<file path="src/rtl/inst_mem_loader_pkg.sv">
// Shared definitions for the boot-time instruction memory loader.
// State encodings and stream framing constants.
package inst_mem_loader_pkg;

  typedef enum logic [2:0] {
    ST_IDLE   = 3'd0,
    ST_LEN_HI = 3'd1,
    ST_LEN_LO = 3'd2,
    ST_DATA   = 3'd3,
    ST_DONE   = 3'd4,
    ST_ERR    = 3'd5
  } state_t;

  localparam int BYTES_PER_WORD = 4;

endpackage

</file>
<file path="src/rtl/inst_mem_loader_word_packer.sv">
// Packs a big-endian byte stream into 32-bit words.
// word/word_valid appear the cycle after the 4th byte is accepted.
module word_packer
  import inst_mem_loader_pkg::*;
(
  input  logic        clk,
  input  logic        rst,
  input  logic        clr,
  input  logic        byte_valid,
  input  logic [7:0]  byte_data,
  output logic        word_last,
  output logic        word_valid,
  output logic [31:0] word
);

  logic [23:0] shift_q;
  logic [1:0]  cnt_q;

  assign word_last = byte_valid && (cnt_q == 2'(BYTES_PER_WORD - 1));

  always_ff @(posedge clk or posedge rst) begin
    if (rst) begin
      shift_q    <= '0;
      cnt_q      <= '0;
      word_valid <= 1'b0;
      word       <= '0;
    end else begin
      word_valid <= word_last;
      if (clr) begin
        cnt_q <= '0;
      end else if (byte_valid) begin
        shift_q <= {shift_q[15:0], byte_data};
        cnt_q   <= cnt_q + 2'd1;
        if (word_last) begin
          word <= {shift_q, byte_data};
        end
      end
    end
  end

endmodule

</file>
<file path="src/rtl/inst_mem_loader.sv">
// Boot-time loader: length-prefixed byte stream -> consecutive word writes
// into the instruction store, holding the CPU until the image is complete.
module inst_mem_loader
  import inst_mem_loader_pkg::*;
#(
  parameter int DEPTH  = 4,
  parameter int ADDR_W = 2
) (
  input  logic              clk,
  input  logic              rst,
  input  logic              start,
  input  logic              in_valid,
  input  logic [7:0]        in_data,
  output logic              in_ready,
  output logic              wr_en,
  output logic [ADDR_W-1:0] wr_addr,
  output logic [31:0]       wr_data,
  output logic              busy,
  output logic              done,
  output logic              err,
  output logic              cpu_hold,
  output state_t            state_dbg
);

  // Stream handshake: a byte transfers on a rising clk edge exactly when
  // in_valid && in_ready; in_ready depends only on the current state, never
  // on in_valid, and the producer must hold in_data stable while in_valid=1.

  state_t            state_q, state_d;
  logic [7:0]        len_hi_q;
  logic [15:0]       len_q;
  logic [ADDR_W-1:0] word_idx_q;
  logic [ADDR_W-1:0] wr_addr_q;
  logic              accept;
  logic [15:0]       len_in;
  logic              word_last;
  logic              last_word;

  assign accept    = in_valid && in_ready;
  assign len_in    = {len_hi_q, in_data};
  assign last_word = ({{(16-ADDR_W){1'b0}}, word_idx_q} + 16'd1) == len_q;
  assign state_dbg = state_q;
  assign wr_addr   = wr_addr_q;

  always_ff @(posedge clk or posedge rst) begin
    if (rst) state_q <= ST_IDLE;
    else     state_q <= state_d;
  end

  always_comb begin
    state_d = state_q;
    case (state_q)
      ST_IDLE, ST_DONE, ST_ERR: if (start) state_d = ST_LEN_HI;
      ST_LEN_HI: if (accept) state_d = ST_LEN_LO;
      ST_LEN_LO: begin
        if (accept) begin
          if (len_in == 16'd0)             state_d = ST_DONE;
          else if (len_in > 16'(DEPTH))    state_d = ST_ERR;
          else                             state_d = ST_DATA;
        end
      end
      ST_DATA: if (word_last && last_word) state_d = ST_DONE;
      default: state_d = ST_IDLE;
    endcase
  end

  always_comb begin
    in_ready = 1'b0;
    busy     = 1'b0;
    done     = 1'b0;
    err      = 1'b0;
    cpu_hold = 1'b0;
    case (state_q)
      ST_LEN_HI, ST_LEN_LO, ST_DATA: begin
        in_ready = 1'b1;
        busy     = 1'b1;
        cpu_hold = 1'b1;
      end
      ST_DONE: done = 1'b1;
      ST_ERR: begin
        err      = 1'b1;
        cpu_hold = 1'b1;
      end
      default: ;
    endcase
  end

  // Word address is latched with the 4th byte so it lines up with wr_en.
  always_ff @(posedge clk or posedge rst) begin
    if (rst) begin
      len_hi_q   <= '0;
      len_q      <= '0;
      word_idx_q <= '0;
      wr_addr_q  <= '0;
    end else begin
      if (accept && state_q == ST_LEN_HI) len_hi_q <= in_data;
      if (accept && state_q == ST_LEN_LO) len_q    <= len_in;
      if (state_q == ST_LEN_LO) begin
        word_idx_q <= '0;
      end else if (word_last) begin
        wr_addr_q  <= word_idx_q;
        word_idx_q <= word_idx_q + 1'b1;
      end
    end
  end

  word_packer u_packer (
    .clk        (clk),
    .rst        (rst),
    .clr        (state_q != ST_DATA),
    .byte_valid (accept && state_q == ST_DATA),
    .byte_data  (in_data),
    .word_last  (word_last),
    .word_valid (wr_en),
    .word       (wr_data)
  );

endmodule

</file>
<file path="config.mk">
export PLATFORM = sky130hd
export DESIGN_NAME = inst_mem_loader
export DESIGN_NICKNAME = d
export VERILOG_FILES = /design/src/rtl/inst_mem_loader_pkg.sv /design/src/rtl/inst_mem_loader_word_packer.sv /design/src/rtl/inst_mem_loader.sv
export SDC_FILE = /design/constraint.sdc
export NUM_CORES = 1
export LEC_CHECK = 0
export ABC_AREA = 1
export BUFFER_PORTS_ARGS = -buffer_cell sky130_fd_sc_hd__buf_4
export CORE_MARGIN = 3
export CORE_UTILIZATION = 28
export DETAILED_ROUTE_END_ITERATION = 6
export GPL_TIMING_DRIVEN = 1
export HOLD_SLACK_MARGIN = 0.12
export PLACE_DENSITY = 0.42
export SLEW_MARGIN = 20
export SYNTH_ARGS = -nofsm -noshare
export SYNTH_HDL_FRONTEND = slang
export SYNTH_SLANG_ARGS = --single-unit
</file>
<file path="constraint.sdc">
create_clock -name clk -period 5.5 [get_ports clk]
set_clock_uncertainty 0.15 [all_clocks]
set_input_delay 0.825 -clock clk [delete_from_list [all_inputs] [get_ports clk]]
set_output_delay 0.825 -clock clk [all_outputs]
set_load 0.005 [all_outputs]
</file>
==> results of run 1 <==
==> kinds of logic after synthesis <==
| kind of cell | after synthesis | synth area share |
|---|---|---|
| AO/OA/AOI/OAI | 76 | 0.103 |
| adder cells (fa/ha/maj) | 2 | 0.00673 |
| buffers and inverters | 62 | 0.0673 |
| flip-flops | 90 | 0.605 |
| multiplexers | 7 | 0.0212 |
| AND/OR/NAND/NOR | 176 | 0.197 |
==> power groups by stage <==
| stage | Clock [W] | Sequential [W] | Combinational (W) |
|---|---|---|---|
| floorplan | 0 | 0.000923 | 0.000370 |
| global placement | 0 | 0.000951 | 0.000488 |
| detailed placement | 0 | 0.000952 | 0.000492 |
| CTS | 0.000644 | 0.000940 | 0.000494 |
| global route | 0.000671 | 0.000965 | 0.000574 |
| finish | 0.000620 | 0.000940 | 0.000480 |
==> layout by cell type (no fill, tap or decap), types with 4 or more instances in the layout <==
| cell type | instances |
|---|---|
| nand2_1 | 128 |
| dfrtp_1 | 90 |
| o21ai_0 | 66 |
| buf_4 | 55 |
| inv_1 | 42 |
| nor2_1 | 29 |
| clkbuf_16 | 9 |
| nand3_1 | 8 |
| mux2_2 | 7 |
| o21ai_1 | 5 |
| nand2_2 | 4 |
| a21oi_1 | 4 |
==> routing by layer <==
metal / vias up / GRT usage / routed length [um]
li1: 1396 / - / -
met1: 1227 / 0.166 / 4200
met2: 42 / 0.182 / 3530
met3: 13 / 0.0224 / 266
met4: 0 / 0.0504 / 152
met5: - / 0 / 0
==> through the flow <==
| stage | power [W] | hold slack [ns] | setup WS, ns |
|---|---|---|---|
| finish | 0.00204 | 0.320 | 3.09 |
| global route | 0.00221 | 0.356 | 2.82 |
| CTS | 0.00208 | 0.321 | 3.07 |
| detailed placement | 0.00144 | 0.302 | 3.03 |
| global placement | 0.00144 | 0.304 | 3.05 |
| floorplan | 0.00129 | 0.292 | 2.19 |
==> synth_stat cells (4+ instances only) <==
| master | instances |
|---|---|
| nand2_1 | 128 |
| dfrtp_1 | 90 |
| o21ai_0 | 66 |
| inv_1 | 43 |
| nor2_1 | 29 |
| clkbuf_1 | 10 |
| nand3_1 | 8 |
| mux2_2 | 7 |
| o21ai_1 | 5 |
| a21oi_1 | 4 |
| buf_2 | 4 |
| nand2_2 | 4 |
==> final cells by class <==
type                       instances  area [um2]  area share
timing repair buffer              55         413      0.0904
tap                              172         215      0.0471
sequential                        90        2250       0.493
clock inverter                     7        76.3      0.0167
inverter                          45         170      0.0372
clock buffer                       9         225      0.0493
multi-input combinational        261        1220       0.266
==> worst max path at each step <==
stage	endpoint	slack (ns)	cells after the start
6_report	err	3.09	5
5_1_grt	word_idx_q[1]	2.82	7
4_1_cts	err	3.07	5
3_3_place_gp	word_idx_q[1]	3.05	5
2_1_floorplan	len_hi_q[0]	2.19	1
3_5_place_dp	word_idx_q[1]	3.03	5
==> sequential cells by signal, indices dropped and copies added, names as in the netlist <==
register	count
u_packer.shift_q	24
wr_addr	2
len_hi_q	8
u_packer.cnt_q	2
state_dbg	3
len_q	16
u_packer.word	32
word_idx_q	2
u_packer.word_valid	1
==> worst max-delay path, cell delays in order (launching register included) <==
cell     delay [ns]
dfrtp_1        0.43
inv_1          0.17
nor2_1         0.20
inv_1          0.08
nor2_1         0.09
buf_4          0.12
==> qor.csv, run 1 <==
metric,value,unit
outcome,finished clean,
path_clk_slew,0.07,ns
nNetsFinal,476,
finish.utilization,0.356,
grt_use_total,0.119,
place_congestion,0.755,
yosysTopAreaCellShare,0.605,
wirelength,8140,um
setup_viol,0,
fill_cells,1370,
synth-seq-cells,90,
cts_buffers,9,
ys.flop_type,dfrtp_1,
min_to,u_packer.word[29],
htree_levels,3,
rows,41,
slew_headroom,0.461,
io_buffers,54,
hold_violations,0,
syn_area,0.00372,mm2
place_area,0.00427,mm2
postSynthCellCount,413,
synth_seq_area_share,0.605,
cts_tree,yes,
cp-start-kind,flop,
antenna_found_initial,0,
ir_worst_vdd,0.000137,V
reg2reg_setup_slack,3.16,ns
yosysTopAreaCell,dfrtp_1,
slew_viol_final,0,
worstSetupPathType,flop to output port,
synth_edf_count,0,
worstPathRequired,4.53,ns
clock_latency,0.34,ns
worstPathArrival,1.43,ns
final_antenna_net_count,0,
cts.path.max_buffers,2,
grt_pass1_vias,2706,
fmax,416,MHz
p_int,0.00138,W
placedCellCount,623,
viasPerCell,4.19,
fin_crit_sh,0.438,
fin_setup_tns,0,ns
seqPwrFrac,0.461,
tightest_slew,0.805,ns
switching_share,0.324,
die_w,121,um
p_leak,2.32,nW
p_clk_frac,0.304,
grt_max_degree,64,
dp_hpwl,5550,um
yosysWarnings,0,
initial_core_util,0.290,
cts_hold_buf,0,
cp-startpoint,state_dbg[0],
dr.pass1.iters,6,
crit_fanout,6,
die_y,121,um
p_switching,0.000661,W
dieArea,0.0147,mm2
cts_root_buffer,clkbuf_16,
via_count,2678,
max-cap-violations,0,
cts_setup_buffers,0,
clock_sinks,90,
io_pins,55,
post_cts_resized,0,
drc,0,
min_path_type,flop to flop,
ys_types,22,
grt_setup_unrepaired,false,
synth.net_count,427,
overflow,0,
synth.area.top_cells,"dfrtp_1 (61%), nand2_1 (13%), o21ai_0 (8.9%)",
p_comb_frac,0.235,
powerDensity,447,mW/mm2
min_from,u_packer.shift_q[21],
finalNonFillerCells,639,
endpoint_kind,output port,
area_growth,22.8,%
diodes,0,
r2r-end,word_idx_q[1],
syn_area_per_cell,9.01,um2
grt_pass1_wl,13700,um
holdPathStages,2,
fp.coreArea,0.0128,mm2
drive_gt1_frac,0.188,
r2r-start,state_dbg[2],
final_cell_area,0.00457,mm2
drt_iter0_drc,179,
r2r_cells,7,
final.min_clock_period,2.41,ns
wire_per_inst,12.7,um
synth_async_sr_flop_share,1.00,
No activity file was read; power rests on OpenSTA's default activity.
==> inputs of run 2 (changes only) <==
--- a/config.mk
+++ b/config.mk
@@ -12,7 +12,7 @@
 export DETAILED_ROUTE_END_ITERATION = 6
 export GPL_TIMING_DRIVEN = 1
 export HOLD_SLACK_MARGIN = 0.12
-export PLACE_DENSITY = 0.42
+export PLACE_DENSITY = 0.44
 export SLEW_MARGIN = 20
 export SYNTH_ARGS = -nofsm -noshare
 export SYNTH_HDL_FRONTEND = slang
==> constraint.sdc (replaced) <==
create_clock -name clk -period 2 [get_ports clk]
set_clock_uncertainty 0.15 [all_clocks]
set_input_delay 0.3 -clock clk [delete_from_list [all_inputs] [get_ports clk]]
set_output_delay 0.3 -clock clk [all_outputs]
set_load 0.005 [all_outputs]
==> qor.csv, run 2 (same netlist as run 1, synthesis figures left out) <==
metric,value,unit,change
tightest_slew,0.530,ns,-0.275 ns
fmax,537,MHz,
max-cap-violations,0,,unchanged
powerDensity,1210,mW/mm2,+170%
largest_reg_flops,32,,unchanged
wire_per_inst,12.5,um,-1.8%
grt_pass1_wl,13800,um,+0.96%
cts_buffers,9,,unchanged
htree_levels,3,,unchanged
place_congestion,0.839,,+11%
cts.path.max_buffers,2,,unchanged
crit_fanout,6,,unchanged
area_growth,25.4,%,
ir_worst_vdd,0.000411,V,+200%
seqPwrFrac,0.458,,-0.003
drc,0,,unchanged
wirelength,8070,um,-0.91%
grt_max_degree,50,,-22%
r2r-end,len_hi_q[2],,
worstSetupPathType,flop to output port,,
overflow,0,,unchanged
route.top_layer_used,met4,,
reg2reg_setup_slack,0.20,ns,-2.96 ns
drt_iter0_drc,178,,-0.56%
mostFrequentLayoutCells,"nand2_1 (128), dfrtp_1 (90), o21ai_0 (66), buf_4 (56), inv_1 (42)",,
cp_cell_sequence,inv_1 -> nor2_1 -> inv_1 -> nor2_1 -> buf_4,,
endpoint_kind,output port,,
grt_use_total,0.119,,about the same
grt_pass1_vias,2725,,+0.70%
cts_hold_buf,2,,+2
min_from,in_data[6],,
met2_length,3710,um,+5.2%
crit_path_max_incr_delay,0.42,ns,about the same
cts_setup_buffers,0,,unchanged
nNetsFinal,482,,+1.3%
min_to,u_packer.word[6],,
r2r_cells,5,,-2
fill_cells,1380,,+0.73%
final.min_clock_period,1.86,ns,
routed-wl-met3,244,um,-8.3%
fp.coreArea,0.0128,mm2,unchanged
initial_core_util,0.290,,unchanged
dr.pass1.iters,4,,-2
post_cts_resized,0,,unchanged
grt_setup_unrepaired,false,,
diodes,0,,unchanged
reg.largest.list,"u_packer.word x32, u_packer.shift_q x24, len_q x16",,
setup_viol,0,,unchanged
p_clk_frac,0.304,,about the same
min_path_type,input pin to flop,,
rows,41,,unchanged
fin_crit_sh,0.930,,
p_switching,0.00176,W,+170%
antenna_found_initial,0,,unchanged
viasPerCell,4.24,,+1.3%
p_comb_frac,0.238,,+0.003
outcome,finished clean,,
die_w,121,um,unchanged
fin_total_pwr,0.00564,W,+180%
clock_sinks,90,,unchanged
cp-start-kind,flop,,
final_antenna_net_count,0,,unchanged
wl_met1,3990,um,-4.9%
die_y,121,um,unchanged
slew_viol_final,0,,unchanged
p_leak,2.37,nW,+2.1%
io_buffers,54,,unchanged
largest-register,u_packer.word,,
holdPathStages,3,,+1
path_clk_slew,0.06,ns,about the same
worstPathRequired,1.55,ns,-2.98 ns
via_count,2738,,+2.2%
critical_path.slowest_cell,dfrtp_1,,
fin_setup_tns,0,ns,unchanged
layout_commonest_cell,nand2_1,,
cts_tree,yes,,
switching_share,0.312,,-0.0118
p_int,0.00388,W,+180%
cp-startpoint,state_dbg[0],,
clock_latency,0.33,ns,about the same
cts_root_buffer,clkbuf_16,,
dieArea,0.0147,mm2,unchanged
io_pins,55,,unchanged
hold_violations,0,,unchanged
worstPathArrival,1.41,ns,-0.02 ns
slew_headroom,0.645,,+0.184
dp_hpwl,5770,um,+4.0%
r2r-start,state_dbg[0],,
drive_gt1_frac,0.192,,+0.00395
==> run 2: metal layers <==
metal	vias up	track usage
met3	7	0.0303
met4	0	0.0420
met5	-	0
li1	1411	-
met2	41	0.182
met1	1279	0.165
==> run 2: worst max path at each step <==
stage | end | slack (ns) | depth (start not counted)
2_1_floorplan | u_packer.shift_q[0] | 0.40 | 8
3_5_place_dp | len_q[14] | 0.22 | 5
4_1_cts | err | 0.12 | 5
5_1_grt | err | 0.01 | 5
6_report | err | 0.14 | 5
3_3_place_gp | len_q[13] | 0.25 | 5
==> run 2: through the flow <==
step / utilization / hold slack, ns / instance area [um2] / worst slack (ns) / cells
2_1_floorplan: - / 0.292 / 3720 / 0.402 / 413
3_3_place_gp: 0.338 / 0.199 / 4340 / 0.251 / 627
3_5_place_dp: 0.338 / 0.204 / 4340 / 0.217 / 627
4_1_cts: 0.364 / 0.177 / 4660 / 0.118 / 645
5_1_grt: 0.364 / 0.191 / 4660 / 0.00992 / 645
6_report: 0.364 / 0.176 / 4660 / 0.139 / 645
==> run 2: critical path: cells and delay by family, from the launching register on <==
kind	cells	cell delay, ns
and+or+nand+nor	2	0.30
DFF	1	0.42
buffers and inverters	3	0.37
==> run 2: power by group through the flow <==
stage | Clock (W) | Sequential, W | Combinational [W]
3_3_place_gp | 0 | 0.00260 | 0.00135
3_5_place_dp | 0 | 0.00261 | 0.00137
5_1_grt | 0.00185 | 0.00265 | 0.00160
6_report | 0.00171 | 0.00258 | 0.00134
4_1_cts | 0.00177 | 0.00258 | 0.00138
2_1_floorplan | 0 | 0.00254 | 0.00102
==> run 2: final cells by class <==
cell class	count	area (um2)	area share
Multi-Input combinational cell	261	1220	0.261
Sequential cell	90	2250	0.483
Clock buffer	12	256	0.0550
Clock inverter	4	48.8	0.0105
Inverter	45	173	0.0370
Tap cell	172	215	0.0461
Timing Repair Buffer	61	500	0.107
